`config.mk`:
```
export PLATFORM = sky130hd
export DESIGN_NAME = alu_cmd_sequencer
export DESIGN_NICKNAME = d
export VERILOG_FILES = /design/src/rtl/alu_cmd_sequencer.sv
export SDC_FILE = /design/constraint.sdc
export NUM_CORES = 1
export LEC_CHECK = 0
export ABC_AREA = 1
export CAP_MARGIN = 30
export CORE_AREA = 2 2 341 343
export DETAILED_ROUTE_END_ITERATION = 16
export DIE_AREA = 0 0 343 345
export PLACE_DENSITY = 0.53
export RECOVER_POWER = 50
export SKIP_CTS_REPAIR_TIMING = 1
export SYNTH_ARGS = -nofsm -noshare
export SYNTH_HDL_FRONTEND = slang
export SYNTH_SLANG_ARGS = --single-unit
```
`constraint.sdc`:
```
create_clock -name clk -period 28.8 [get_ports clk]
set_input_delay 4.32 -clock clk [delete_from_list [all_inputs] [get_ports clk]]
set_output_delay 4.32 -clock clk [all_outputs]
set_load 0.02 [all_outputs]
```
`src/rtl/alu_cmd_sequencer.sv`:
```
// alu_cmd_sequencer: queues ALU commands in a DEPTH-entry FIFO and issues
// them one at a time to a downstream combinational ALU, returning each result
// over a valid/ready response channel.
// Optional feature: define ALU_SEQ_TAG_EN to add cmd_tag/rsp_tag (4-bit tag
// carried through the FIFO alongside each command).
module alu_cmd_sequencer #(
  parameter int unsigned DEPTH = 4
) (
  input  logic        clk,
  input  logic        rstn,
  input  logic        cmd_valid,
  output logic        cmd_ready,
  input  logic [2:0]  cmd_op,
  input  logic [2:0]  cmd_width,
  input  logic [63:0] cmd_a,
  input  logic [63:0] cmd_b,
  input  logic [63:0] cmd_c,
`ifdef ALU_SEQ_TAG_EN
  input  logic [3:0]  cmd_tag,
  output logic [3:0]  rsp_tag,
`endif
  output logic [63:0] alu_a,
  output logic [63:0] alu_b,
  output logic [63:0] alu_c,
  output logic [2:0]  alu_operation,
  output logic [2:0]  alu_num_bits,
  output logic        alu_enable,
  input  logic [63:0] alu_out,
  output logic        rsp_valid,
  input  logic        rsp_ready,
  output logic [63:0] rsp_data,
  output logic        rsp_err
);

  localparam int unsigned PW = $clog2(DEPTH);
  localparam int unsigned CW = $clog2(DEPTH + 1);

  typedef enum logic [1:0] {IDLE, DRIVE, HOLD} state_t;

  typedef struct packed {
    logic [2:0]  op;
    logic [2:0]  width;
    logic [63:0] a;
    logic [63:0] b;
    logic [63:0] c;
`ifdef ALU_SEQ_TAG_EN
    logic [3:0]  tag;
`endif
  } entry_t;

  entry_t          mem [DEPTH];
  entry_t          push_entry;
  entry_t          head;
  logic [PW-1:0]   wr_ptr, rd_ptr;
  logic [CW-1:0]   count;
  logic            push, pop;
  state_t          state_q, state_d;

  logic [63:0]     issue_a, issue_b, issue_c;
  logic [2:0]      issue_op, issue_width;
  logic            issue_err;
  logic [63:0]     head_mask;
  logic            head_err;
`ifdef ALU_SEQ_TAG_EN
  logic [3:0]      issue_tag;
`endif

  function automatic logic [63:0] width_mask(input logic [2:0] w);
    case (w)
      3'd0:    width_mask = 64'h0000_0000_0000_00FF;
      3'd1:    width_mask = 64'h0000_0000_0000_FFFF;
      3'd2:    width_mask = 64'h0000_0000_FFFF_FFFF;
      3'd3:    width_mask = '1;
      default: width_mask = '0;
    endcase
  endfunction

  assign cmd_ready = (count != CW'(DEPTH));
  assign push      = cmd_valid && cmd_ready;
  assign head      = mem[rd_ptr];
  assign head_err  = (head.op > 3'd3) || (head.width > 3'd3);
  // Illegal commands issue all-zero operands since the ALU is never enabled.
  assign head_mask = head_err ? '0 : width_mask(head.width);

  always_comb begin
    push_entry       = '0;
    push_entry.op    = cmd_op;
    push_entry.width = cmd_width;
    push_entry.a     = cmd_a;
    push_entry.b     = cmd_b;
    push_entry.c     = cmd_c;
`ifdef ALU_SEQ_TAG_EN
    push_entry.tag   = cmd_tag;
`endif
  end

  // FIFO storage; contents need no reset since pointers/count gate their use.
  always_ff @(posedge clk) begin
    if (push) mem[wr_ptr] <= push_entry;
  end

  // FIFO pointers and occupancy; simultaneous push and pop leave count unchanged.
  always_ff @(posedge clk or negedge rstn) begin
    if (!rstn) begin
      wr_ptr <= '0;
      rd_ptr <= '0;
      count  <= '0;
    end else begin
      if (push) wr_ptr <= wr_ptr + 1'b1;
      if (pop)  rd_ptr <= rd_ptr + 1'b1;
      case ({push, pop})
        2'b10:   count <= count + 1'b1;
        2'b01:   count <= count - 1'b1;
        default: count <= count;
      endcase
    end
  end

  // FSM state register.
  always_ff @(posedge clk or negedge rstn) begin
    if (!rstn) state_q <= IDLE;
    else       state_q <= state_d;
  end

  // FSM next state, FIFO pop and ALU enable.
  always_comb begin
    state_d    = state_q;
    pop        = 1'b0;
    alu_enable = 1'b0;
    case (state_q)
      IDLE: begin
        if (count != '0) begin
          pop     = 1'b1;
          state_d = DRIVE;
        end
      end
      DRIVE: begin
        alu_enable = ~issue_err;
        state_d    = HOLD;
      end
      HOLD: begin
        if (rsp_ready) state_d = IDLE;
      end
      default: state_d = IDLE;
    endcase
  end

  // Issue registers: loaded on pop with operands masked to the operating width.
  always_ff @(posedge clk or negedge rstn) begin
    if (!rstn) begin
      issue_a     <= '0;
      issue_b     <= '0;
      issue_c     <= '0;
      issue_op    <= '0;
      issue_width <= '0;
      issue_err   <= 1'b0;
`ifdef ALU_SEQ_TAG_EN
      issue_tag   <= '0;
`endif
    end else if (pop) begin
      issue_a     <= head.a & head_mask;
      issue_b     <= head.b & head_mask;
      issue_c     <= head.c & head_mask;
      issue_op    <= head.op;
      issue_width <= head.width;
      issue_err   <= head_err;
`ifdef ALU_SEQ_TAG_EN
      issue_tag   <= head.tag;
`endif
    end
  end

  // Response registers: capture at the end of DRIVE, hold until accepted.
  always_ff @(posedge clk or negedge rstn) begin
    if (!rstn) begin
      rsp_valid <= 1'b0;
      rsp_data  <= '0;
      rsp_err   <= 1'b0;
`ifdef ALU_SEQ_TAG_EN
      rsp_tag   <= '0;
`endif
    end else if (state_q == DRIVE) begin
      rsp_valid <= 1'b1;
      rsp_data  <= issue_err ? '0 : alu_out;
      rsp_err   <= issue_err;
`ifdef ALU_SEQ_TAG_EN
      rsp_tag   <= issue_tag;
`endif
    end else if (state_q == HOLD && rsp_ready) begin
      rsp_valid <= 1'b0;
    end
  end

  assign alu_a         = issue_a;
  assign alu_b         = issue_b;
  assign alu_c         = issue_c;
  assign alu_operation = issue_op;
  assign alu_num_bits  = issue_width;

endmodule

```
# ---- After elaboration in Yosys (flattened, before gate mapping)
# Memories as Yosys holds them, arrays and structs flattened.
# Index checks and enable logic that the tools add are counted.
dict set report op_classes {
  n_addsub 4
  multipliers 0
  div_mod_pow 0
  n_lt_le_gt_ge 2
  eq_ne 10
  n_shift 0
  muxes 14
  bitwise 4
  n_reduce_logical 9
}
# op n
set ops {}
lappend ops {{$pmux 64 s4} 1}
lappend ops {{$and 64x64->64} 3}
lappend ops {{$mux 64} 2}
lappend ops {{$mux 1} 7}
lappend ops {{$eq 3x2->1 const B} 2}
lappend ops {{$gt 3x2->1 const B} 2}
lappend ops {{$pmux 2 s3} 1}
lappend ops {{$pmux 3 s2} 1}
lappend ops {{$add 2x1->2 const B} 2}
lappend ops {{$eq 2x1->1 const B} 2}
lappend ops {{$eq 2x2->1 const B} 2}
lappend ops {{$mux 2} 2}
lappend ops {{$ne 2x2->1 const B} 2}
lappend ops {{$reduce_bool 2->1} 2}
lappend ops {{$add 3x1->3 const B} 1}
lappend ops {{$eq 3x1->1 const B} 1}
lappend ops {{$logic_not 3->1} 1}
lappend ops {{$ne 3x3->1 const B} 1}
lappend ops {{$reduce_bool 3->1} 1}
lappend ops {{$sub 3x1->3 const B} 1}
lappend ops {{$logic_and 1x1->1} 2}
lappend ops {{$logic_not 2->1} 1}
lappend ops {{$reduce_and 2->1} 1}
lappend ops {{$logic_or 1x1->1} 1}
lappend ops {{$not 1->1} 1}
dict set report word_totals {
  ff_bits 274
  latchBits 0
  ramBits 792
  mem_bits_ro 0
  inputBits 266
  output_inout_bits 266
  wordCells 57
  n_memories 1
}
# memory words word_bits rd rd_ports_with_merged_regs wr line
set memory_table {}
lappend memory_table {mem 4 198 1 0 1 51} ;# entry_t mem [DEPTH];

# ---- Logic depth before layout (Yosys ltp)
dict set report depth {
  ltp_word 5
  depth_mapped 10
  depth_no_buf 9
}

# ---- Worst setup path after synthesis
# OpenSTA, ideal clock, no wires.
dict set report synth_path {
  path_type {input to register}
  from {in cmd_valid}
  to {mem mem[0][0] (netlist bit) (enable)}
  setup_time_ns 0.760
  arrival_ns 12.721
  t_required_ns 28.040
  setup_slack_ns 15.319
  stages 2
  path_cell_list {nand2_1 > nor2_1}
}
dict set report synth_between {
  elab_chain_cells 3
}
# element line
set synth_rtl {}
lappend synth_rtl {{start: declaration} 11} ;# input logic cmd_valid,
lappend synth_rtl {{$logic_and 1x1->1} 79} ;# assign push = cmd_valid && cmd_ready;
lappend synth_rtl {{$mux 1} 99} ;# if (push) mem[wr_ptr] <= push_entry;
lappend synth_rtl {{$mux 1 (implied by the code)} 99}
lappend synth_rtl {{end: declaration} 51}
# Every way passes these cells.

# ---- Worst setup path in the final report
dict set report layout_path {
  from {reg rd_ptr[0]}
  to {reg issue_b[34] (netlist: alu_b[34])}
}
dict set report layout_between {
  elab_chain_cells 5
}
# element line
set layout_rtl {}
lappend layout_rtl {{start: declaration} 54} ;# logic [PW-1:0] wr_ptr, rd_ptr;
lappend layout_rtl {{start signal: assignment} 110} ;# if (pop) rd_ptr <= rd_ptr + 1'b1;
lappend layout_rtl {{$mem_v2 4x198 (*)} n/a}
lappend layout_rtl {{$eq 3x2->1, or another cell as far along} 69} ;# case (w)
lappend layout_rtl {{$pmux 64 s4 / $logic_or 1x1->1 (equally long branches)} {69, 81}}
lappend layout_rtl {{$mux 64} 83} ;# assign head_mask = head_err ? '0 : width_mask(head.width);
lappend layout_rtl {{$and 64x64->64 (*)} 162} ;# issue_b <= head.b & head_mask;
lappend layout_rtl {{end signal: assignment} 162}
lappend layout_rtl {{end: declaration} 59} ;# logic [63:0] issue_a, issue_b, issue_c;
# Mark *: on every way between the ends. The rest lies on a longest branch, timed or not.
# A chain may end at the register's enable or synchronous reset.

==> impl_metrics.csv <==
group,metric,value,unit
drt,routed_wl,108,mm
clock_tree,clk_latency,0.70,ns
clock_tree,root_buffer,"clkbuf_16",
timing,finalSetupTns,0,ns
layout,most_frequent_standard_cell_in_the_layout_excluding_fill_and_tap_cells,"edfxtp_1",
setup_path,cp_max_fo,126,
timing,min_period,12.07,ns
placement,placed_cells,4920,
global_route,antenna_violations_before_repair,63,
drt,wirelength_met1,46.1,mm
clock_tree,clock_pin_slew_of_the_registers_on_the_worst_case_setup_and_hold_paths,0.06,ns
drt,ant_nets,0,
timing,hold_ws,0.477,ns
timing,max_slew.worst_pin.slew,5.16,ns
drt,drc_errors,0,
logic_synthesis,synth-main-ff-cell,"edfxtp_1",
timing,report.final.slew_viol_count,752,
logic_synthesis,syn-mean-instance-area,13.2,µm²
floorplan,num_rows,125,
drt,topRoutingLayerUsed,"met5",
outcome,run_status,"complete, but fails checks",
clock_tree,clock_path_buffers,3,
global_route,grt_start_max_net_pins,147,
logic_synthesis,netlist-cell-type-count,27,
power_and_ir_drop,ir_worst_vdd,0.0878,mV
logic_synthesis,syn-instance-count,3025,
logic_synthesis,yosys_register_bits,1066,
outcome,violations_in_the_final_reports,"max-capacitance violations, max-slew violations",
setup_path,worst-endpoint-required,29.41,ns
logic_synthesis,ys_async_sr_fraction,25.7,%
global_route,grt_pass1_wl,162,mm
floorplan,core_region_area,0.115,mm²
timing,clock_skew,0.0231,ns
clock_tree,tritoncts.num_buffers,112,
layout,layout-drive-gt1-share,6.45,%
job,cap_viol_max_count,11,
power_and_ir_drop,power-per-cell-area,110,mW/mm²
setup_path,worstSetupPathType,"reg -> reg",
global_route,grt_pass1_vias,25200,
clock_tree,tritoncts_num_sinks,1066,
placement,placedInstanceArea,0.0465,mm²
layout,stdcell_area,0.0504,mm²
placement,port-buffer-count,531,
drt,wl_met2,52.9,mm
drt,number_of_optimization_iterations_in_the_first_detailed_route_pass,5,
drt,dr.first_iter.drc_count,1453,
layout,areaGrowthSynthToFinish,26.7,%
floorplan,io_pins,532,
clock_tree,cts_tree,"done",
global_route,gr-total-overflow,0,
hold_path,holdCritPathClass,"reg -> reg",
layout,design.final.nets,3786,
drt,total_number_of_vias,25400,
timing,timing.slew.headroom,-244,%
floorplan,die_width,343,µm
layout,stdcell_count,5159,
drt,route.detailed.wl_per_inst,21.0,µm
drt,detailed_routed_wire_length_on_met3,6.79,mm
floorplan,floorplan.initialDensity,34.6,%
logic_synthesis,synth_edf_count,792,
logic_synthesis,netlist_area,0.0398,mm²
logic_synthesis,yosys_warnings,0,
setup_path,worstSetupEndpointType,"flop",
floorplan,fp.dieArea,0.118,mm²
timing,setup_repair_after_global_routing_missed_its_margin,"false",
floorplan,die_height,345,µm
drt,via_per_inst,4.92,
logic_synthesis,synth_nets,3297,
placement,finalWeightedCongestion,0.741,
timing,hold_viol,0,
layout,most-common-layout-cells,"edfxtp_1, nand2_1, o21ai_0",
power_and_ir_drop,power.static_leakage,0.0187,µW
timing,max_freq,82.9,MHz
setup_path,cp.arrival,12.68,ns
global_route,global_route.usage.total,18.0,%
setup_path,worst_setup_path_start_kind,"flop",
logic_synthesis,sequential_fraction_of_the_synthesis_area,77.0,%
clock_tree,ctsHtreeMaxLevel,3,
timing,timing.final.crit_share,41.9,%
timing,setup_violations,0,
placement,dpl.hpwl,63.2,mm
==> state kept, by name, indices dropped and copies added, names as in the netlist <==
name,count
mem,792
wr_ptr,2
issue_err,1
rsp_data,64
alu_num_bits,3
rd_ptr,2
state_q,2
rsp_err,1
alu_c,64
count,3
alu_b,64
alu_a,64
rsp_valid,1
alu_operation,3
==> layout make-up <==
type | count | area, µm²
inverters | 19 | 78.8
well taps | 1524 | 1910
diodes | 22 | 55.1
flip-flops and latches | 1066 | 30600
fillers | 10500 | 64700
clock inverters | 57 | 673
clock buffers | 156 | 3140
repair buffers | 577 | 5730
multi-input cells | 1738 | 8160
==> power by group <==
part	internal, µW	switching (µW)
sequential	2050	135
combinational	618	1260
clock	879	599
total	3550	1990
==> worst max-delay path: stages, from the launching register on <==
cell,delay [ns]
dfrtp_4,0.47
clkinvlp_2,3.24
clkbuf_1,2.18
nand2_1,0.36
nand3_1,0.10
nand2_1,0.17
nand2_1,0.16
nor2_4,0.11
clkbuf_1,1.94
clkbuf_1,2.26
nand3_1,0.60
nand2_1,0.20
==> layer usage <==
layer | GRT usage [%] | vias to the layer above
li1 | - | 11900
met1 | 23.1 | 12600
met2 | 30.1 | 672
met3 | 4.10 | 202
met4 | 5.61 | 28
met5 | 0 | -
==> through the flow <==
stage | setup slack (ns) | total power, µW | utilization [%]
after floorplan | 15.32 | 3380 | -
after global placement | 20.84 | 4110 | 40.4
after detailed placement | 20.83 | 4120 | 40.4
after CTS | 21.61 | 5620 | 43.7
after global routing | 15.47 | 5870 | 43.7
final | 16.73 | 5540 | 43.8
==> synthesized netlist by cell type (2+ instances only) <==
cell type | count | area (µm²)
a21oi_1 | 3 | 15.0
a22o_1 | 64 | 561
buf_1 | 2 | 7.51
buf_2 | 87 | 435
buf_4 | 14 | 105
buf_6 | 3 | 33.8
clkbuf_1 | 96 | 360
dfrtp_1 | 274 | 6860
edfxtp_1 | 792 | 23800
ha_1 | 5 | 62.6
inv_1 | 14 | 52.6
inv_2 | 5 | 18.8
nand2_1 | 523 | 1960
nand2_2 | 2 | 12.5
nand3_1 | 217 | 1090
nor2_1 | 371 | 1390
nor2_2 | 2 | 12.5
nor2_4 | 2 | 22.5
o21ai_0 | 375 | 1880
o21ai_1 | 4 | 20.0
o22ai_1 | 162 | 1010
xor2_1 | 3 | 26.3
==> cell families (layout without fill, tap and decap cells) <==
family / count (synthesis) / in the layout / synth area share (%)
buffers and inverters: 221 / 809 / 2.55
other: 0 / 22 / 0
AND/OR/NAND/NOR: 1118 / 1118 / 11.3
XOR/XNOR: 4 / 4 / 0.0881
flip-flops: 1066 / 1066 / 77.0
AO/OA/AOI/OAI: 610 / 610 / 8.82
adder cells (fa/ha/maj): 6 / 6 / 0.208
==> final timing paths <==
| kind | startpoint | endpoint | slack [ns] | cells after the start |
|---|---|---|---|---|
| hold reg to reg | alu_a[47] | alu_a[47] | 0.48 | 2 |
| max in group asynchronous | rstn | alu_c[36] | 17.66 | 3 |
| setup / recovery | rd_ptr[0] | alu_b[34] | 16.73 | 11 |
| hold / removal | alu_a[47] | alu_a[47] | 0.48 | 2 |
| min in group asynchronous | rstn | rsp_data[6] | 5.49 | 1 |
| setup reg to reg | rd_ptr[0] | alu_b[34] | 16.73 | 11 |
(Power assumes the default switching activity.)
